### src/rtl/hazard_scoreboard.sv
// Pipeline hazard scoreboard beside ID: tracks in-flight destinations per stage and derives
// forwarding selects, load-use / multi-cycle / CSR-serialisation stalls and branch/trap flushes.
module hazard_scoreboard #(
    parameter int unsigned RegW      = 5,
    parameter int unsigned NumStages = 3,
    parameter int unsigned LoadLat   = 1,
    parameter int unsigned McMax     = 63
) (
    input  logic                             clk_i,
    input  logic                             reset_i,
    input  logic                             id_valid_i,
    input  logic [RegW-1:0]                  id_rs1_i,
    input  logic [RegW-1:0]                  id_rs2_i,
    input  logic                             id_use_rs1_i,
    input  logic                             id_use_rs2_i,
    input  logic [RegW-1:0]                  id_rd_i,
    input  logic                             id_rd_we_i,
    input  logic                             id_is_load_i,
    input  logic                             id_is_mc_i,
    input  logic                             id_csr_serial_i,
    input  logic                             mc_done_i,
    input  logic                             took_branch_i,
    input  logic                             any_excep_i,
    input  logic                             ret_i,
    output logic [$clog2(NumStages+1)-1:0]   fwd_sel_a_o,
    output logic [$clog2(NumStages+1)-1:0]   fwd_sel_b_o,
    output logic                             stall_if_o,
    output logic                             stall_id_o,
    output logic                             flush_if_o,
    output logic                             flush_id_o,
    output logic                             flush_ex_o,
    output logic                             flush_mem_o,
    output logic                             issue_o,
    output logic                             mc_timeout_o
);

    localparam int unsigned SelW = $clog2(NumStages + 1);
    localparam int unsigned CntW = $clog2(McMax + 2);

    typedef struct packed {
        logic            v;
        logic [RegW-1:0] rd;
        logic            we;
        logic            is_load;
    } entry_t;

    typedef enum logic [1:0] {StRun, StMcWait, StDrain} state_e;

    entry_t          sb_q [1:NumStages];
    entry_t          sb_d [1:NumStages];
    state_e          state_q, state_d;
    logic [CntW-1:0] cnt_q, cnt_d;

    logic [SelW-1:0] sel_a, sel_b;
    logic            ld_a, ld_b, any_v;
    logic            flush_br, flush_xr, flush_any;
    logic            hold_c, stall_c, issue_c;

    function automatic logic match(entry_t e, logic [RegW-1:0] rs, logic use_rs);
        return e.v && e.we && (e.rd == rs) && (rs != '0) && use_rs;
    endfunction

    // Scan oldest to youngest so the youngest matching producer is the last one written.
    always_comb begin
        sel_a = '0;
        sel_b = '0;
        ld_a  = 1'b0;
        ld_b  = 1'b0;
        any_v = 1'b0;
        for (int k = int'(NumStages); k >= 1; k--) begin
            if (match(sb_q[k], id_rs1_i, id_use_rs1_i)) begin
                sel_a = SelW'(k);
                ld_a  = sb_q[k].is_load && (k <= int'(LoadLat));
            end
            if (match(sb_q[k], id_rs2_i, id_use_rs2_i)) begin
                sel_b = SelW'(k);
                ld_b  = sb_q[k].is_load && (k <= int'(LoadLat));
            end
            any_v = any_v | sb_q[k].v;
        end
    end

    always_comb begin
        flush_br  = took_branch_i;
        flush_xr  = (any_excep_i | ret_i) & ~took_branch_i;
        flush_any = flush_br | flush_xr;
        // In DRAIN the held CSR may go as soon as the pipe is empty.
        hold_c    = ld_a | ld_b | (state_q == StMcWait) |
                    ((state_q == StDrain) ? any_v : (id_csr_serial_i & any_v));
        stall_c   = id_valid_i & hold_c & ~flush_any;
        issue_c   = id_valid_i & ~hold_c & ~flush_any;
    end

    // Next-state: FSM and timeout counter
    always_comb begin
        state_d = state_q;
        cnt_d   = cnt_q;
        unique case (state_q)
            StRun: begin
                if (issue_c && id_is_mc_i) begin
                    state_d = StMcWait;
                    cnt_d   = '0;
                end else if (id_valid_i && id_csr_serial_i && any_v) begin
                    state_d = StDrain;
                end
            end
            StMcWait: begin
                if (mc_done_i) begin
                    state_d = StRun;
                    cnt_d   = '0;
                end else if (cnt_q != CntW'(McMax + 1)) begin
                    cnt_d = cnt_q + 1'b1;
                end
            end
            StDrain: begin
                if (!any_v) state_d = StRun;
            end
            default: state_d = StRun;
        endcase
        if (flush_any) begin
            state_d = StRun;
            cnt_d   = '0;
        end
    end

    // Next-state: scoreboard entries (frozen while EX is held by the multi-cycle unit)
    always_comb begin
        sb_d = sb_q;
        if (state_q != StMcWait) begin
            for (int k = int'(NumStages); k >= 2; k--) begin
                sb_d[k] = sb_q[k-1];
            end
            sb_d[1] = issue_c ? '{v: 1'b1, rd: id_rd_i, we: id_rd_we_i, is_load: id_is_load_i}
                              : '0;
        end
        if (flush_br) begin
            sb_d[1] = '0;
        end else if (flush_xr) begin
            sb_d[1] = '0;
            sb_d[2] = '0;
        end
    end

    always_ff @(posedge clk_i) begin
        if (reset_i) begin
            for (int k = 1; k <= int'(NumStages); k++) begin
                sb_q[k] <= '0;
            end
            state_q <= StRun;
            cnt_q   <= '0;
        end else begin
            sb_q    <= sb_d;
            state_q <= state_d;
            cnt_q   <= cnt_d;
        end
    end

    always_comb begin
        fwd_sel_a_o  = reset_i ? '0 : sel_a;
        fwd_sel_b_o  = reset_i ? '0 : sel_b;
        stall_if_o   = ~reset_i & stall_c;
        stall_id_o   = ~reset_i & stall_c;
        flush_if_o   = ~reset_i & flush_br;
        flush_id_o   = ~reset_i & flush_any;
        flush_ex_o   = ~reset_i & flush_xr;
        flush_mem_o  = ~reset_i & flush_xr;
        issue_o      = ~reset_i & issue_c;
        mc_timeout_o = ~reset_i & (state_q == StMcWait) & (cnt_q == CntW'(McMax));
    end

endmodule
### config.mk
export PLATFORM = sky130hd
export DESIGN_NAME = hazard_scoreboard
export DESIGN_NICKNAME = d
export VERILOG_FILES = /design/src/rtl/hazard_scoreboard.sv
export SDC_FILE = /design/constraint.sdc
export NUM_CORES = 1
export LEC_CHECK = 0
export CAP_MARGIN = 0
export CORE_AREA = 2 2 56 84
export CTS_CLUSTER_DIAMETER = 100
export CTS_CLUSTER_SIZE = 8
export DETAILED_ROUTE_END_ITERATION = 16
export DIE_AREA = 0 0 58 86
export PLACE_DENSITY = 0.7
export SLEW_MARGIN = 20
export SYNTH_ARGS = -nofsm -noshare
export SYNTH_HDL_FRONTEND = slang
export SYNTH_SLANG_ARGS = --single-unit
### constraint.sdc
create_clock -name clk_i -period 3.4 [get_ports clk_i]
set_input_delay 0.34 -clock clk_i [delete_from_list [all_inputs] [get_ports clk_i]]
set_output_delay 0.34 -clock clk_i [all_outputs]
set_load 0.02 [all_outputs]
# ---- Yosys cells after proc, flatten, opt, wreduce, memory -nomap -nowiden
# Index checks and enable logic that the tools add are counted.
dict set report word_totals {
  latch_bits 0
  romBits 0
  mem_bits_rw 0
  regBits 33
  n_memories 0
  input_bits 28
}
dict set report op_classes {
  add_sub_neg 1
  mul 0
  n_reduce_logical 32
  eq_ne 16
  n_div 0
  mux 24
  bitwise_logic 24
  shift 0
  n_lt_le_gt_ge 0
}
# op count
set op_table {}
lappend op_table {{== test 5 bit} 6}
lappend op_table {{logical AND 1 bit} 24}
lappend op_table {{2-to-1 mux 2 bit} 12}
lappend op_table {{2-to-1 mux 8 bit} 3}
lappend op_table {{2-to-1 mux 7 bit} 3}
lappend op_table {{2-to-1 mux 16 bit} 1}
lappend op_table {{one-hot mux 7 bit (2 select lines)} 1}
lappend op_table {{bitwise AND 1 bit} 13}
lappend op_table {{nonzero test 5 bit} 2}
lappend op_table {{adder 7 x 1 -> 7 bit, second input constant} 1}
lappend op_table {{== test 7 x 6 -> 1 bit, second input constant} 1}
lappend op_table {{!= test 7 bit, second input constant} 1}
lappend op_table {{OR 1 bit} 7}
lappend op_table {{!= test 2 bit, second input constant} 3}
lappend op_table {{!= test 3 bit, second input constant} 2}
lappend op_table {{one-hot mux 2 bit (3 select lines)} 1}
lappend op_table {{AND reduction 3 bit} 2}
lappend op_table {{inverter 1 bit} 4}
lappend op_table {{2-to-1 mux 1 bit} 3}
lappend op_table {{OR reduction 3 bit} 1}
lappend op_table {{== test 2 x 1 -> 1 bit, second input constant} 1}
lappend op_table {{== test 2 bit, second input constant} 1}
lappend op_table {{zero test 2 bit} 1}
lappend op_table {{!= test 2 x 1 -> 1 bit, second input constant} 1}
lappend op_table {{2 further kinds} 2}

# ---- Longest topological paths before layout
# Gate-level depths: netlist (run 1).
dict set report logic_depth {
  word_depth 14
  depth_mapped 8
  ltp_nobuf 8
}

# ---- Worst setup path before layout (run 1)
# Ideal clock, no wire load.
dict set report synth_path {
  path_type {input port to output port}
  from {input port id_rs1_i[0]}
  to {output port stall_if_o}
  arrival_time_ns 1.903
  path_stages 6
  path_slack_ns 1.157
  required_ns 3.060
  path_cell_list {or4_1 -> o21ai_2 -> or4_4 -> a21boi_4 -> o311a_2 -> buf_4}
}
dict set report synth_via {
  elab_chain_cells 11
}
# item line
set synth_rtl {}
lappend synth_rtl {{start: declaration} 12} ;# input logic [RegW-1:0] id_rs1_i,
lappend synth_rtl {{== test 5 bit} 60} ;# return e.v && e.we && (e.rd == rs) && (rs != '0) && use_rs;
lappend synth_rtl {{logical AND 1 bit} 60}
lappend synth_rtl {{logical AND 1 bit (*) (2 in series)} 60}
lappend synth_rtl {{2-to-1 mux 1 bit (*)} 71} ;# if (match(sb_q[k], id_rs1_i, id_use_rs1_i)) begin
lappend synth_rtl {{OR 1 bit (*) (3 in series)} 88} ;# hold_c = ld_a | ld_b | (state_q == StMcWait) |
lappend synth_rtl {{bitwise AND 1 bit (*) (2 in series)} 90} ;# stall_c = id_valid_i & hold_c & ~flush_any;
lappend synth_rtl {{bitwise AND 1 bit (*)} n/a}
lappend synth_rtl {{end: declaration} 27} ;# output logic stall_if_o,
# Mark *: on every way between the ends. The rest lies on a longest branch, timed or not.

# ---- Worst setup path in the final report (run 1)
dict set report layout_path {
  from {input port id_rs1_i[4]}
  to {output port stall_id_o}
}
dict set report layout_via {
  elab_chain_cells 11
}
# item line
set layout_rtl {}
lappend layout_rtl {{== test 5 bit} 60}
lappend layout_rtl {{logical AND 1 bit} 60}
lappend layout_rtl {{logical AND 1 bit (*) (2 in series)} 60}
lappend layout_rtl {{2-to-1 mux 1 bit (*)} 71}
lappend layout_rtl {{OR 1 bit (*) (3 in series)} 88}
lappend layout_rtl {{bitwise AND 1 bit (*) (2 in series)} 90}
lappend layout_rtl {{bitwise AND 1 bit (*)} 162} ;# stall_id_o = ~reset_i & stall_c;
lappend layout_rtl {{end: declaration} 28} ;# output logic stall_id_o,
# Marks and branches as above.

==> metrics.cfg, run 1 <==
[yosys]
synth_ff_type=dfxtp_1
ys_warn_count=0
syn_inst=222
synth_edf_count=0
synth_cell_types=46
yosysTopAreaCell=dfxtp_1
synthArstFlopShare=0
synth_most_common_cell=nand2_1
syn_nets=252
yosys-top-cells-count=nand2_1, dfxtp_1, a21oi_1
synth.area.top_cells=dfxtp_1, xor2_1, nand2_1
seq_area_frac_synth=0.333
syn_area_um2=1870
ys_seq_elements=31
synth_area_per_cell_um2=8.40
yosys.area.top_type_share=0.333

[power]
peakVddDrop_v=0.000278
p_per_area_nw_per_um2=307
leakage_nw=0.828

[timing]
setup_viol=0
finClkSkew_ps=5.66
maxSlewHeadroom=0.599
rsz0062_at_grt=no
finalHoldViolations=0
worstMarginPinSlew_ps=597
setup_tns_ps=0
fmax_mhz=315
finalMaxSlewViolations=0
finalCritPeriodShare=0.933
fin_crit_ps=3170

[clock_network]
numCtsBuffers=5
clockRootBuffer=clkbuf_8
ctsHoldBuffers=0
clk_pin_slew_worst_paths_ps=60
cts.repair.resized=0
cts.sinks=31
clock_latency_ps=280
h-tree-depth=2
cts_tree=built
post_cts_buffers=0
clk_path_buf_depth=2

[route]
drc=0
firstDrtPassIters=4
num_vias=1719
wl_um=4830
routedWlPerCell_um=15.5
drtIter0Drc=67
via_per_inst=5.51
drtAntennaViolNets=0

[die]
fp.coreArea_um2=4210
pin_count=40
rows=29
die_h_um=86
die-width_um=58
die_area_um2=4990
initial_core_util=0.443

[setup_path]
r2r_start=sb_q[21]
worstPathRequired_ps=3060
critPathCaptureType=output port
worstPathMaxFanout=4
slowest_stage=clkdlybuf4s50_1
worst-setup-path-type=primary input to output port
r2r_cells=7
timing.rr.end=sb_q[18]
cpMostUsedCell=clkdlybuf4s50_1
max_stage_delay_ps=600
start_kind=primary input
ff2ff_setup_slack_ps=1260
critPathArrivalTime_ps=2830
path_cells=clkdlybuf4s50_1, xnor2_1, nand4_1, or4_4, a21boi_4, o311a_2, clkdlybuf4s50_1

[run_status]
status=completed

[grt]
grt_max_degree=19
track_usage=0.210
grt_overflow=0
antenna_found_initial=0
grt_pass1_wl_um=7860
grt_pass1_vias=1668

[finish]
drive_gt1_frac=0.0977
area_delta_synth_final_pct=27.2
fin_nets=295
fin_util=0.564
n_antenna_cell=0

[place]
hpwl_um=3730
io_buffers=39
gp_congestion=0.928

[flow_run]
maxCapViolCount=0

[hold_path]
holdPathStages=2
holdCritStartpoint=sb_q[1]
hold_path_end=sb_q[1]
min-delay-path-class=flop to flop

==> routing by layer <==
metal / vias to the layer above / part of all wire / GRT usage
met3: 18 / 0.039 / 0.0362
met2: 44 / 0.52 / 0.360
met5: - / 0 / 0
met4: 0 / 0.048 / 0.137
met1: 785 / 0.39 / 0.232
li1: 872 / - / -
==> cells by family (layout without fill, tap and decap cells) <==
kind of cell	count (synthesis)	after routing	synth area share
xor gates and xnor gates	31	31	0.146
buffers and inverters	15	59	0.0463
adders and majority gates	2	2	0.0134
AOI/OAI and AO/OA	51	51	0.198
and+or+nand+nor	92	92	0.264
DFF	31	31	0.333
==> how the worst max path moves through the flow <==
| stage | start | end | depth (start not counted) |
|---|---|---|---|
| after detailed placement | id_rs1_i[0] | stall_id_o | 7 |
| after floorplan | id_rs1_i[0] | stall_if_o | 6 |
| final | id_rs1_i[4] | stall_id_o | 7 |
| after CTS | id_rs1_i[0] | stall_id_o | 7 |
| after global routing | id_rs1_i[0] | stall_if_o | 7 |
| after global placement | id_rs1_i[4] | stall_id_o | 7 |
==> area by class of cell <==
cell class	instances	area, um^2
clock buffers	7	76.3
clock inverters	1	5.00
fillers	407	1840
inverters	7	26.3
multi-input cells	176	1160
flip-flops and latches	31	621
well taps	46	57.6
repair buffers	44	428
==> cells in the final DEF (no fill, tap or decap), types with 2 or more instances in the layout <==
cell	instances
nand3_1	5
xnor2_1	13
nor4_1	7
nand2b_1	5
nor3_1	6
dfxtp_1	31
nand2_1	38
nor2b_1	3
ha_1	2
clkdlybuf4s50_1	39
inv_1	7
and3_1	2
or4_2	2
xor2_1	18
or4_1	2
o21bai_1	2
clkbuf_8	5
nand4_1	3
a21oi_1	20
buf_4	5
nor2_1	10
a22o_1	7
o21ai_0	3
a31oi_1	6
clkbuf_1	2
==> per-stage QoR <==
step / hold WS (ps) / cells / worst slack [ps] / power [mW] / instance area, um^2
6_report: 453 / 312 / 229 / 0.729 / 2370
5_1_grt: 485 / 312 / 124 / 0.759 / 2370
4_1_cts: 458 / 312 / 227 / 0.737 / 2370
3_5_place_dp: 449 / 304 / 231 / 0.465 / 2290
3_3_place_gp: 444 / 304 / 253 / 0.465 / 2290
2_1_floorplan: 432 / 222 / 1160 / 0.412 / 1870
==> report_power, final <==
part | total (mW) | switching, mW | internal (mW) | leakage, nW
combinational | 0.0899 | 0.0392 | 0.0507 | 0.536
sequential | 0.367 | 0.00230 | 0.365 | 0.250
clock | 0.272 | 0.129 | 0.143 | 0.0422
==> worst max-delay path: cells and delay by family <==
family                    cells  cell delay, ps
xor gates and xnor gates      1             140
AOI/OAI and AO/OA             2             510
and+or+nand+nor               2             650
buffers and inverters         2            1190
==> registers in the layout, summed over array words and instances, names as in the netlist <==
name and flops:
cnt_q 7, sb_q 22, state_q 2
No activity file was read; power rests on OpenSTA's default activity.
==> inputs of run 2 (changes only) <==
Settings changed: CORE_AREA 2 2 56 84 to 2 2 59 88, DIE_AREA 0 0 58 86 to 0 0 61 90, PLACE_DENSITY 0.7 to default.
==> metrics.cfg, run 2 (synthesized netlist as in run 1, its figures left out) <==
[route]
routedWlPerCell_um=14.7  ; -5.3%
drtIter0Drc=82  ; +22%
wl_um=4880  ; +1.1%
drc=0  ; unchanged
num_vias=1734  ; +0.87%
drtAntennaViolNets=0  ; unchanged
firstDrtPassIters=4  ; unchanged
via_per_inst=5.21  ; -5.5%

[clock_network]
ctsHoldBuffers=0  ; unchanged
clock_latency_ps=280  ; about the same
cts_tree=built
clockRootBuffer=clkbuf_8
post_cts_buffers=0  ; unchanged
cts.repair.resized=0  ; unchanged
h-tree-depth=2  ; unchanged
numCtsBuffers=5  ; unchanged
cts.sinks=31  ; unchanged
clk_path_buf_depth=2  ; unchanged
clk_pin_slew_worst_paths_ps=60  ; about the same

[timing]
finalHoldViolations=0  ; unchanged
finalMaxSlewViolations=0  ; unchanged
maxSlewHeadroom=0.596  ; -0.00236
fmax_mhz=315  ; unchanged
holdWs_ps=459  ; +6.11 ps
finClkSkew_ps=3.50  ; -2.16 ps
fin_crit_ps=3170  ; +0.00300 ps
worstMarginPinSlew_ps=600  ; +3.50 ps
setup_tns_ps=0  ; unchanged
finalCritPeriodShare=0.933  ; about the same
layout_setup_ws_ps=229  ; -0.00300 ps
rsz0062_at_grt=no
setup_viol=0  ; unchanged

[die]
die_area_um2=5490  ; +10%
rows=31  ; +6.9%
fp.coreArea_um2=4770  ; +13%
die_h_um=90  ; +4.7%
pin_count=40  ; unchanged
die-width_um=61  ; +5.2%
initial_core_util=0.391  ; -0.0522

[power]
leakage_nw=0.844  ; +1.9%
p_per_area_nw_per_um2=310  ; +0.80%
peakVddDrop_v=0.000221  ; -21%
power_mw=0.750  ; +2.8%

[finish]
fin_nets=297  ; +0.68%
layout_common_cells=clkdlybuf4s50_1, nand2_1, dfxtp_1
largest_register_ffs=22  ; unchanged
drive_gt1_frac=0.109  ; +0.0109
final_common_cell=clkdlybuf4s50_1
regMostFlops=sb_q
area_delta_synth_final_pct=29.6
top_regs=sb_q x22, cnt_q x7, state_q x2
n_antenna_cell=0  ; unchanged
fill_cells=475  ; +17%
design_area_um2=2420  ; +2.0%

[grt]
grt_overflow=0  ; unchanged
grt_pass1_vias=1708  ; +2.4%
grt_pass1_wl_um=8200  ; +4.4%
antenna_found_initial=0  ; unchanged
track_usage=0.197  ; -0.0129
grt_max_degree=19  ; unchanged

[place]
postPlaceCellArea_um2=2330  ; +1.7%
io_buffers=39  ; unchanged
gp_congestion=0.889  ; -4.2%
hpwl_um=3830  ; +2.7%
dp_slack_ps=226  ; -4.49 ps

[setup_path]
r2r_cells=7  ; unchanged
start_kind=primary input
critPathCaptureType=output port
worstPathRequired_ps=3060  ; about the same
worst-setup-path-type=primary input to output port
ff2ff_setup_slack_ps=1230  ; -30 ps
worstPathMaxFanout=4  ; unchanged
critPathArrivalTime_ps=2830  ; about the same
timing.rr.end=sb_q[17]
r2r_start=sb_q[21]

[hold_path]
holdPathStages=2  ; unchanged
holdCritStartpoint=sb_q[1]
min-delay-path-class=flop to flop
hold_path_end=sb_q[1]

[run_status]
status=completed

[flow_run]
maxCapViolCount=0  ; unchanged

## run 2: per-layer routing
| metal | track usage | wire length, um | vias up |
|---|---|---|---|
| li1 | - | - | 874 |
| met1 | 0.217 | 1860 | 791 |
| met2 | 0.335 | 2580 | 51 |
| met3 | 0.0331 | 180 | 18 |
| met4 | 0.116 | 260 | 0 |
| met5 | 0 | 0 | - |
## run 2: how the worst max path moves through the flow
stage	start	to	cells after the start	slack (ps)
after floorplan	id_rs1_i[0]	stall_if_o	6	1160
after global placement	id_rs1_i[4]	stall_id_o	7	240
after detailed placement	id_rs1_i[0]	stall_if_o	7	230
after CTS	id_rs1_i[0]	stall_if_o	7	220
after global routing	id_rs1_i[4]	stall_if_o	7	100
final	id_rs1_i[0]	stall_if_o	7	230
## run 2: where the power goes
part / leakage (nW) / total, mW / internal [mW] / switching, mW
sequential: 0.250 / 0.367 / 0.365 / 0.00225
combinational: 0.547 / 0.0923 / 0.0517 / 0.0406
clock: 0.0470 / 0.290 / 0.158 / 0.132
## run 2: per-stage QoR
stage	std cells	utilization
3_3_place_gp	326	0.489
4_1_cts	333	0.507
2_1_floorplan	222	-
5_1_grt	333	0.507
6_report	333	0.507
3_5_place_dp	326	0.489
## run 2: area by class of cell
| cell class | instances | area (um^2) | area share |
|---|---|---|---|
| clock buffers | 6 | 82.6 | 0.0341 |
| clock inverters | 1 | 5.00 | 0.00207 |
| inverters | 7 | 26.3 | 0.0109 |
| multi-input cells | 176 | 1160 | 0.479 |
| flip-flops and latches | 31 | 621 | 0.257 |
| well taps | 66 | 82.6 | 0.0341 |
| repair buffers | 46 | 443 | 0.183 |
## run 2: critical path, cell delays in order
cell and delay [ps]:
clkdlybuf4s50_1 570, xnor2_1 150, nand4_1 150, or4_4 530
a21boi_4 280, o311a_2 230, clkdlybuf4s50_1 600
